<file path="src/rtl/e_adder_pkg.sv">
// Shared types for the pipelined adder.
//   mode_e     : operation code carried by every token (ADD/SUB/ACC/CLR).
//   tok_ctrl_t : control part of a pipeline token (valid, mode, carry into
//                the next segment).
// The full token (control plus partial sum and the operand bits still to be
// added) depends on WIDTH, so e_pipe_adder wraps tok_ctrl_t together with
// WIDTH-sized data fields in its own token typedef.
package e_adder_pkg;

    typedef enum logic [1:0] {
        MODE_ADD = 2'd0,
        MODE_SUB = 2'd1,
        MODE_ACC = 2'd2,
        MODE_CLR = 2'd3
    } mode_e;

    typedef struct packed {
        logic  valid;
        mode_e mode;
        logic  carry;
    } tok_ctrl_t;

    // ACC and CLR both write the accumulator and both lock the input
    // until they reach the output register.
    function automatic logic is_acc_op(input mode_e m);
        return (m == MODE_ACC) || (m == MODE_CLR);
    endfunction

endpackage

</file>
<file path="src/rtl/e_pipe_adder_seg.sv">
// e_add_seg: one combinational ripple-carry segment of SEG_W bits.
// Ports:
//   a, b     : segment operand bits
//   cin      : carry into the segment LSB
//   s        : segment sum bits
//   cout     : carry out of the segment MSB
//   msb_cin  : carry into the segment MSB (XOR with cout gives signed
//              overflow when this is the top segment)
module e_add_seg #(
    parameter int SEG_W = 4
) (
    input  logic [SEG_W-1:0] a,
    input  logic [SEG_W-1:0] b,
    input  logic             cin,
    output logic [SEG_W-1:0] s,
    output logic             cout,
    output logic             msb_cin
);

    // The carry is rippled through a block-local variable so the chain is
    // a single combinational process rather than a self-referencing vector.
    always_comb begin
        logic carry;
        carry   = cin;
        msb_cin = cin;
        s       = '0;
        for (int i = 0; i < SEG_W; i++) begin
            if (i == SEG_W - 1) begin
                msb_cin = carry;
            end
            s[i]  = a[i] ^ b[i] ^ carry;
            carry = (a[i] & b[i]) | (carry & (a[i] ^ b[i]));
        end
        cout = carry;
    end

endmodule

</file>
<file path="src/rtl/e_pipe_adder.sv">
// e_pipe_adder: valid/ready pipelined adder/subtractor/accumulator.
// The WIDTH-bit addition is cut into STAGES segments; segment k is added in
// pipeline stage k using the carry registered by stage k-1.  Stage 0 is
// computed straight from the accepted inputs, stages 1..STAGES-2 are token
// registers and the last stage feeds the output register, so a result
// appears STAGES cycles after acceptance.
// Ports:
//   clk, rst            : clock (rising edge), async active-high reset
//   in_valid / in_ready : input handshake
//   mode                : 0 ADD a+b+cin, 1 SUB a-b, 2 ACC acc+a+cin, 3 CLR
//   a, b, cin           : operands (b unused for ACC/CLR, cin unused SUB/CLR)
//   out_valid/out_ready : output handshake
//   sum, cout, ovf      : result, carry-out (SUB: 1 = no borrow), overflow
module e_pipe_adder
    import e_adder_pkg::*;
#(
    parameter int WIDTH  = 16,
    parameter int STAGES = 4
) (
    input  logic             clk,
    input  logic             rst,
    input  logic             in_valid,
    output logic             in_ready,
    input  logic [1:0]       mode,
    input  logic [WIDTH-1:0] a,
    input  logic [WIDTH-1:0] b,
    input  logic             cin,
    output logic             out_valid,
    input  logic             out_ready,
    output logic [WIDTH-1:0] sum,
    output logic             cout,
    output logic             ovf
);

    localparam int SEG_W = WIDTH / STAGES;

    generate
        if ((WIDTH % STAGES) != 0 || STAGES < 2) begin : g_bad_params
            $error("e_pipe_adder: WIDTH must be a multiple of STAGES and STAGES >= 2");
        end
    endgenerate

    // Token: control, partial sum (low segments already added) and the
    // effective operands whose upper segments are still to be added.
    typedef struct packed {
        tok_ctrl_t        ctrl;
        logic [WIDTH-1:0] sum;
        logic [WIDTH-1:0] op_a;
        logic [WIDTH-1:0] op_b;
    } tok_t;

    mode_e            in_mode;
    logic             stall;
    logic             accept;
    logic             acc_busy_reg;
    logic [WIDTH-1:0] acc_reg;
    logic             out_valid_reg;
    logic [WIDTH-1:0] sum_reg;
    logic             cout_reg;
    logic             ovf_reg;

    tok_t             in_tok;
    tok_t             tok_reg [STAGES-1];
    tok_t             src_tok [STAGES];
    logic [STAGES-1:0] en;

    logic [SEG_W-1:0] seg_s  [STAGES];
    logic             seg_co [STAGES];
    logic             seg_mc [STAGES];

    assign in_mode  = mode_e'(mode);
    assign stall    = out_valid_reg && !out_ready;
    assign in_ready = !rst && !acc_busy_reg && !stall;
    assign accept   = in_valid && in_ready;

    // Map every mode onto a plain a + b + c addition.  CLR adds zeros, which
    // makes sum, cout and ovf all come out 0 with no special casing.
    always_comb begin
        in_tok            = '0;
        in_tok.ctrl.valid = accept;
        in_tok.ctrl.mode  = in_mode;
        in_tok.ctrl.carry = cin;
        in_tok.op_a       = a;
        in_tok.op_b       = b;
        case (in_mode)
            MODE_SUB: begin
                in_tok.op_b       = ~b;
                in_tok.ctrl.carry = 1'b1;
            end
            MODE_ACC: begin
                in_tok.op_a = acc_reg;
                in_tok.op_b = a;
            end
            MODE_CLR: begin
                in_tok.op_a       = '0;
                in_tok.op_b       = '0;
                in_tok.ctrl.carry = 1'b0;
            end
            default: begin
            end
        endcase
    end

    // A stage may load when it is empty or its content moves on, so bubbles
    // are squeezed out even while the output is stalled.
    always_comb begin
        en             = '0;
        en[STAGES-1]   = !out_valid_reg || out_ready;
        for (int k = STAGES - 2; k >= 0; k--) begin
            en[k] = !tok_reg[k].ctrl.valid || en[k+1];
        end
    end

    generate
        for (genvar gi = 0; gi < STAGES; gi++) begin : g_stage
            if (gi == 0) begin : g_src_in
                assign src_tok[gi] = in_tok;
            end else begin : g_src_reg
                assign src_tok[gi] = tok_reg[gi-1];
            end

            e_add_seg #(
                .SEG_W(SEG_W)
            ) u_seg (
                .a       (src_tok[gi].op_a[gi*SEG_W +: SEG_W]),
                .b       (src_tok[gi].op_b[gi*SEG_W +: SEG_W]),
                .cin     (src_tok[gi].ctrl.carry),
                .s       (seg_s[gi]),
                .cout    (seg_co[gi]),
                .msb_cin (seg_mc[gi])
            );

            if (gi < STAGES - 1) begin : g_mid
                tok_t nxt;

                always_comb begin
                    nxt                           = src_tok[gi];
                    nxt.ctrl.carry                = seg_co[gi];
                    nxt.sum[gi*SEG_W +: SEG_W]    = seg_s[gi];
                end

                always_ff @(posedge clk or posedge rst) begin
                    if (rst) begin
                        tok_reg[gi] <= '0;
                    end else if (en[gi]) begin
                        tok_reg[gi] <= nxt;
                    end
                end
            end
        end
    endgenerate

    // Final segment result as it enters the output register.
    logic [WIDTH-1:0] fin_sum;
    logic             fin_valid;
    mode_e            fin_mode;
    logic             fin_load;

    always_comb begin
        fin_sum = src_tok[STAGES-1].sum;
        fin_sum[(STAGES-1)*SEG_W +: SEG_W] = seg_s[STAGES-1];
    end

    assign fin_valid = src_tok[STAGES-1].ctrl.valid;
    assign fin_mode  = src_tok[STAGES-1].ctrl.mode;
    assign fin_load  = en[STAGES-1] && fin_valid;

    always_ff @(posedge clk or posedge rst) begin
        if (rst) begin
            out_valid_reg <= 1'b0;
            sum_reg       <= '0;
            cout_reg      <= 1'b0;
            ovf_reg       <= 1'b0;
        end else if (en[STAGES-1]) begin
            out_valid_reg <= fin_valid;
            if (fin_valid) begin
                sum_reg  <= fin_sum;
                cout_reg <= seg_co[STAGES-1];
                ovf_reg  <= seg_co[STAGES-1] ^ seg_mc[STAGES-1];
            end
        end
    end

    // The accumulator is written as its token enters the output register;
    // acc_busy keeps the input closed until then, so the next ACC read in
    // stage 0 always sees the latest value.
    always_ff @(posedge clk or posedge rst) begin
        if (rst) begin
            acc_reg      <= '0;
            acc_busy_reg <= 1'b0;
        end else begin
            if (fin_load && is_acc_op(fin_mode)) begin
                acc_reg      <= (fin_mode == MODE_ACC) ? fin_sum : '0;
                acc_busy_reg <= 1'b0;
            end
            if (accept && is_acc_op(in_mode)) begin
                acc_busy_reg <= 1'b1;
            end
        end
    end

    assign out_valid = out_valid_reg;
    assign sum       = sum_reg;
    assign cout      = cout_reg;
    assign ovf       = ovf_reg;

endmodule
</file>
<file path="config.mk">
export PLATFORM = sky130hd
export DESIGN_NAME = e_pipe_adder
export DESIGN_NICKNAME = d
export VERILOG_FILES = /design/src/rtl/e_adder_pkg.sv /design/src/rtl/e_pipe_adder_seg.sv /design/src/rtl/e_pipe_adder.sv
export SDC_FILE = /design/constraint.sdc
export NUM_CORES = 1
export LEC_CHECK = 0
export CAP_MARGIN = 20
export CORE_ASPECT_RATIO = 1.25
export CORE_UTILIZATION = 55
export CTS_CLUSTER_SIZE = 12
export DETAILED_ROUTE_END_ITERATION = 12
export GPL_TIMING_DRIVEN = 0
export PLACE_DENSITY = 0.89
export SETUP_SLACK_MARGIN = 0.2
export SYNTH_ARGS = -nofsm -noshare
export SYNTH_HDL_FRONTEND = slang
export SYNTH_SLANG_ARGS = --single-unit
</file>
<file path="constraint.sdc">
create_clock -name clk -period 7.2 [get_ports clk]
set_clock_uncertainty 0.2 [all_clocks]
set_input_delay 1.8 -clock clk [delete_from_list [all_inputs] [get_ports clk]]
set_output_delay 1.8 -clock clk [all_outputs]
set_load 0.05 [all_outputs]
</file>
==> impl_metrics.csv <==
group,metric,value,unit
pwr,power.share.switching,0.331,
sta,finalSetupTns,0,ps
global_routing,grtUsageTotal,0.294,
placement,gp_congestion,0.832,
worst_setup_path,beginning_of_the_critical_path,"out_ready",
synthesis,synth_area_leader_cell,"sky130_fd_sc_hd__dfrtp_1",
route,drt.antenna.violating_nets,0,
worst_setup_path,critical_path_peak_fanout,5,
clocking,cts_made_buffers,17,
global_routing,grt_pass1_wl,23000,um
pwr,p_int,1720,uW
final_layout,postLayoutCoreUtil,0.714,
synthesis,synth-seq-cells,120,
sta,maxClockFrequency,179,MHz
die,fp.dieArea,0.0105,mm2
clocking,clock_tree_from_tritoncts,"built",
pwr,pwr-share-clk,0.340,
synthesis,post_synth_main_area_contributors,"sky130_fd_sc_hd__dfrtp_1 (54%), sky130_fd_sc_hd__mux2_2 (10%), sky130_fd_sc_hd__fa_1 (5.8%), sky130_fd_sc_hd__nand2_1 (5.0%), sky130_fd_sc_hd__nor2b_1 (3.3%)",
clocking,postCtsSetupBuffers,0,
die,io_pins,59,
sta,worst_slew_margin_rel,0.501,
die,die_w,91.9,um
clocking,clock_tree_sinks,120,
die,placeable_area,0.00971,mm2
clocking,cts_resized,0,
die,fp.dieH,114,um
final_layout,num_antenna_cells,0,
worst_setup_path,crit_family,"buffers and inverters",
clocking,clk_root_buffer_cell,"sky130_fd_sc_hd__clkbuf_16",
synthesis,seq_area_frac_synth,0.541,
route,num_vias,4196,
synthesis,syn-instance-count,486,
route,initialDrtViolationCount,424,
min_path,holdCritStartpoint,"g_stage[2].g_mid.nxt[49]$_DFFE_PP0P_",
worst_setup_path,worstPathCellList,"clkdlybuf4s50_1, nor2b_1, nor3_1, clkdlybuf4s50_1",
final_layout,drive_above_1_share,0.198,
global_routing,first_global_vias,4342,
global_routing,grt_start_max_net_pins,62,
global_routing,grt_antenna_before_repair,0,
sta,ratio_of_final_minimum_period_to_clock_period,0.777,
worst_setup_path,most_frequent_cell_on_the_critical_path,"sky130_fd_sc_hd__clkdlybuf4s50_1",
synthesis,synth_top_area_share,0.541,
final_layout,largest_reg_flops,58,
synthesis,synthesis.nets,541,
clocking,cts.clk_slew.worst_paths,50,ps
placement,io_buffers,57,
worst_setup_path,critical_path.slowest_cell,"sky130_fd_sc_hd__clkdlybuf4s50_1",
clocking,ctsLongestPathBuffers,2,
run_status,run_status,"finished, final reports clean",
pwr,share_seq_of_total_power,0.385,
final_layout,nNetsFinal,618,
route,detail_route.wirelength,14200,um
worst_setup_path,worst-path-buf-inv,2,
worst_setup_path,worst-endpoint-required,5200,ps
route,drcViolationCount,0,
synthesis,mappedNetlistArea,0.00555,mm2
sta,timing.final.hold_violations,0,
route,drt-wirelength-per-cell,20.3,um
route,vias_per_cell,5.98,
sta,worst-slew-pin-transition,748,ps
min_path,path_type_of_the_worst_min_delay_path,"flip-flop to flip-flop",
pwr,power.combinational.fraction,0.274,
sta,setup_viol,0,
worst_setup_path,timing.critical_path.slowest_cell_delay,860,ps
die,initial_utilization,0.572,
worst_setup_path,cp.arrival,3600,ps
clocking,h_tree_depth,4,
final_layout,area_delta_synth_final,24.7,%
placement,dp.final_hpwl,8930,um
sta,timing.final.max_slew_violations,0,
worst_setup_path,setup.worst_path.end_class,"output port",
synthesis,synth_warnings,0,
sta,finalWorstPathRequiredPeriod,5600,ps
worst_setup_path,crit_path_start_kind,"primary input",
route,drt_first_pass_iters,7,
global_routing,global_route.overflow_total,0,
worst_setup_path,setup.worst_path.class,"primary input to output port",
pwr,net_switching_component_of_the_power,854,uW
clocking,hold_buffers,0,
worst_setup_path,launching_point_of_the_worst_reg2reg_path,"src_tok[48]$_DFFE_PP0P_",
pwr,power.leakage,0.00323,uW
die,floorplan.rows,40,
pwr,worst_ir_drop_vdd,221,uV
pwr,power_density,372,mW/mm2
run,maxCapViolCount,0,
clocking,clkLatencyLatePin,420,ps
sta,unrepaired_setup_endpoints_after_global_routing,"false",
synthesis,syn_area_per_cell,11.4,um2
synthesis,number_of_distinct_standard_cells_referenced_by_the_synthesized_netlist,33,
-- power groups by stage --
stage          Combinational (uW)  Sequential [uW]  Clock, uW
6_report                      707              993        877
3_5_place_dp                  685              987          0
5_1_grt                       746             1010        910
4_1_cts                       707              988        876
2_1_floorplan                 292             1130          0
3_3_place_gp                  659              973          0
-- final cells by class --
| class | count | area [um2] |
|---|---|---|
| sequential | 120 | 3000 |
| fill | 612 | 2780 |
| multi-input combinational | 308 | 2290 |
| timing repair buffer | 58 | 598 |
| clock buffer | 20 | 467 |
| tap | 126 | 158 |
| buffer | 28 | 151 |
| clock inverter | 12 | 149 |
| inverter | 30 | 115 |
-- Yosys cell counts --
| master | number |
|---|---|
| sky130_fd_sc_hd__mux2_2 | 50 |
| sky130_fd_sc_hd__nand3_1 | 14 |
| sky130_fd_sc_hd__a31oi_1 | 1 |
| sky130_fd_sc_hd__nor2_1 | 9 |
| sky130_fd_sc_hd__a21boi_0 | 1 |
| sky130_fd_sc_hd__nor2b_1 | 29 |
| sky130_fd_sc_hd__inv_1 | 30 |
| sky130_fd_sc_hd__fa_1 | 16 |
| sky130_fd_sc_hd__clkbuf_1 | 10 |
| sky130_fd_sc_hd__xnor2_1 | 1 |
| sky130_fd_sc_hd__nand2_1 | 74 |
| sky130_fd_sc_hd__mux2i_1 | 16 |
| sky130_fd_sc_hd__o22ai_1 | 14 |
| sky130_fd_sc_hd__a21oi_1 | 29 |
| sky130_fd_sc_hd__buf_4 | 5 |
| sky130_fd_sc_hd__o22a_1 | 2 |
| sky130_fd_sc_hd__nor4_1 | 1 |
| sky130_fd_sc_hd__and2_4 | 1 |
| sky130_fd_sc_hd__mux2_4 | 10 |
| sky130_fd_sc_hd__a21o_1 | 2 |
| sky130_fd_sc_hd__nor3_1 | 1 |
| sky130_fd_sc_hd__nand3_4 | 1 |
| sky130_fd_sc_hd__nand2b_1 | 5 |
| sky130_fd_sc_hd__nand3b_1 | 1 |
| sky130_fd_sc_hd__nand4b_1 | 1 |
| sky130_fd_sc_hd__dfrtp_1 | 120 |
| sky130_fd_sc_hd__and4b_1 | 1 |
| sky130_fd_sc_hd__nand2_4 | 1 |
| sky130_fd_sc_hd__o21ai_0 | 26 |
| sky130_fd_sc_hd__and2_1 | 1 |
| sky130_fd_sc_hd__buf_6 | 2 |
| sky130_fd_sc_hd__buf_2 | 10 |
| sky130_fd_sc_hd__buf_1 | 1 |
-- kinds of logic after synthesis --
kind of cell | synth area share
AOI/OAI and AO/OA | 0.0737
DFF | 0.541
and+or+nand+nor | 0.122
xor gates and xnor gates | 0.00158
adders and majority gates | 0.0577
muxes | 0.157
buffers and inverters | 0.0475
-- tightest hold or removal path, stage by stage (launching register included) --
cell,delay (ps)
sky130_fd_sc_hd__dfrtp_1,350
sky130_fd_sc_hd__nand2_1,50
sky130_fd_sc_hd__nand2_1,50
-- layer usage --
metal  vias to the layer above  track usage  wire (um)
met1                      2096        0.357       5360
met5                         -            0          0
li1                       1786            -          -
met3                        65       0.0764        961
met2                       249        0.488       7300
met4                         0        0.144        626
-- placed cells by master, fill, tap and decap left out, types with 2 or more instances in the layout --
cell type / instances
sky130_fd_sc_hd__nand3_1: 14
sky130_fd_sc_hd__buf_4: 5
sky130_fd_sc_hd__o22a_1: 2
sky130_fd_sc_hd__inv_1: 29
sky130_fd_sc_hd__clkdlybuf4s50_1: 57
sky130_fd_sc_hd__a21oi_1: 29
sky130_fd_sc_hd__nor2b_1: 29
sky130_fd_sc_hd__bufinv_16: 3
sky130_fd_sc_hd__mux2_2: 50
sky130_fd_sc_hd__mux2i_1: 16
sky130_fd_sc_hd__o21ai_0: 26
sky130_fd_sc_hd__clkbuf_1: 10
sky130_fd_sc_hd__buf_6: 2
sky130_fd_sc_hd__o22ai_1: 14
sky130_fd_sc_hd__mux2_4: 10
sky130_fd_sc_hd__clkbuf_16: 17
sky130_fd_sc_hd__clkinvlp_4: 4
sky130_fd_sc_hd__buf_2: 10
sky130_fd_sc_hd__fa_1: 16
sky130_fd_sc_hd__nand2_1: 74
sky130_fd_sc_hd__dfrtp_1: 120
sky130_fd_sc_hd__clkbuf_8: 3
sky130_fd_sc_hd__nand2b_1: 5
sky130_fd_sc_hd__nor2_1: 9
sky130_fd_sc_hd__a21o_1: 2
sky130_fd_sc_hd__clkinv_2: 4
-- stage by stage --
step	instances	total power [uW]	cell area, um2	hold WS [ps]	setup WS [ps]
detailed placement	670	1670	6310	256	1680
global placement	669	1630	6280	248	538
CTS	702	2570	6930	275	1610
global route	702	2670	6930	310	1510
finish	702	2580	6930	289	1600
floorplan	486	1420	5550	233	2010
-- worst paths after layout --
kind                                                   endpoint  slack, ps  cells after the start
setup / recovery                                       in_ready       1600                      4
hold / removal             g_stage[2].g_mid.nxt[49]$_DFFE_PP0P_        290                      2
setup reg to reg                        acc_reg[15]$_DFFE_PP0P_       4240                      9
hold reg to reg            g_stage[2].g_mid.nxt[49]$_DFFE_PP0P_        290                      2
max in group asynchronous                    sum[0]$_DFFE_PP0P_       4310                      3
min in group asynchronous  g_stage[1].g_mid.nxt[29]$_DFFE_PP0P_       1750                      2
Power figures use the tool's default switching activity.
==> RTL change: new RTL, same flow settings <==
Register the input `mode` before use. The logic sees it one clock later. The other inputs are not delayed to match.
--- a/src/rtl/e_pipe_adder.sv
+++ b/src/rtl/e_pipe_adder.sv
@@ -34,6 +34,12 @@
 
     localparam int SEG_W = WIDTH / STAGES;
 
+    logic [1:0] mode_q;
+
+    always_ff @(posedge clk) begin
+        mode_q <= mode;
+    end
+
     generate
         if ((WIDTH % STAGES) != 0 || STAGES < 2) begin : g_bad_params
             $error("e_pipe_adder: WIDTH must be a multiple of STAGES and STAGES >= 2");
@@ -68,7 +74,7 @@
     logic             seg_co [STAGES];
     logic             seg_mc [STAGES];
 
-    assign in_mode  = mode_e'(mode);
+    assign in_mode  = mode_e'(mode_q);
     assign stall    = out_valid_reg && !out_ready;
     assign in_ready = !rst && !acc_busy_reg && !stall;
     assign accept   = in_valid && in_ready;
Behaviour: not the same (a bounded check fails within 4 cycles, from zero or initial values and one cycle with rst high).
==> RTL change against the unedited design <==
Total power decreased by 0.59%; non-clock buffer count increased by 1; setup slack got worse by 0.055 ns; cell count increased by 0.43%; sequential cell count increased by 2; sequential share of layout area increased by 0.52 points; utilization decreased by 0.28 points; cell area increased by 0.13%; count of clock-buffer cells in the layout unchanged; routed wire length decreased by 2.4%; synthesized area increased by 0.61%; synthesized cell count increased by 0.41%; combinational power about the same; clock power decreased by 3.9%.
==> RTL change: results <==
group,metric,value,unit
drt,firstDrtPassIters,5,
synth,synthMuxAreaShare,0.1563,
cells_and_area,nNetsFinal,621,
pwr,switching_share,0.3374,
pwr,combPwrFrac,0.277,
cells_and_area,final-nonclk-buf-share,0.1086,
cells_and_area,fillerInstances,610,
drt,wl_per_cell,19.72,um
cells_and_area,clock_cell_area_share,0.08369,
synth,avgSynthCellArea,11.45,um^2
setup_path,r2r_end,"g_stage[1].g_mid.nxt[35]$_DFFE_PP0P_",
pwr,pg_clk,0.843,mW
global_routing,grt_util_all_layers,0.2901,
place,portBuffers,58,
synth,synth_compound_area_frac,0.07322,
drt,vias,4136,
pwr,ir_drop,0.2005,mV
synth,synth.net_count,543,
cells_and_area,multi_input_area_share,0.3297,
sta,max_slew.worst_pin.slew,0.8346,ns
place,place_congestion,0.8380,
place,dpl.cell_count,673,
pwr,switchingPower,0.8645,mW
synth,synth_area_leaders,"dfrtp_1, mux2_2, fa_1",
drt,via_per_inst,5.867,
hold_path,min_delay_worst_endpoint,"g_stage[2].g_mid.nxt[31]$_DFFE_PP0P_",
global_routing,grt_pass1_vias,4327,
cells_and_area,register_area,3043,um^2
clock_tree,clock_sinks,122,
sta,holdWs,0.2869,ns
setup_path,r2r_slack,3.61,ns
cells_and_area,buffers,87,
global_routing,grt_pass1_wl,22.70,mm
synth,ys_seq_area_frac,0.5446,
synth,synth_fa_ha_area_frac,0.05732,
setup_path,cp_data_arrival_time,3.65,ns
place,dp_hpwl,8.825,mm
place,post-place-ws,1.636,ns
outcome,status,"finished, final reports clean",
synth,async_reset_ff_frac,0.9836,
place,placed_area,6356,um^2
setup_path,r2r_start,"in_mode[1]$_DFF_P_",
cells_and_area,drive_gt1_frac,0.1952,
## RTL change: changes by cell type in the layout (fill, tap and decap cells not counted), sizes merged
| cell | before | now |
|---|---|---|
| clkinv | 5 | 6 |
| bufinv | 3 | 2 |
| dfxtp | 0 | 2 |
| clkdlybuf4s50 | 57 | 58 |
## RTL change: layer usage
layer | vias up | part of all wire | GRT usage
li1 | 1788 | - | -
met1 | 2097 | 0.38 | 0.3519
met2 | 198 | 0.51 | 0.4836
met3 | 53 | 0.058 | 0.06308
met4 | 0 | 0.046 | 0.1604
met5 | - | 0 | 0
## RTL change: worst max path at each step
stage / start / endpoint / slack [ns] / cells past startpoint
finish: out_ready / in_ready / 1.55 / 4
detailed placement: out_ready / in_ready / 1.64 / 4
global route: out_ready / in_ready / 1.46 / 4
global placement: rst / sum[10]$_DFFE_PP0P_ / 0.55 / 2
floorplan: rst / acc_busy_reg$_DFFE_PP0P_ / 2.01 / 1
CTS: out_ready / in_ready / 1.59 / 4
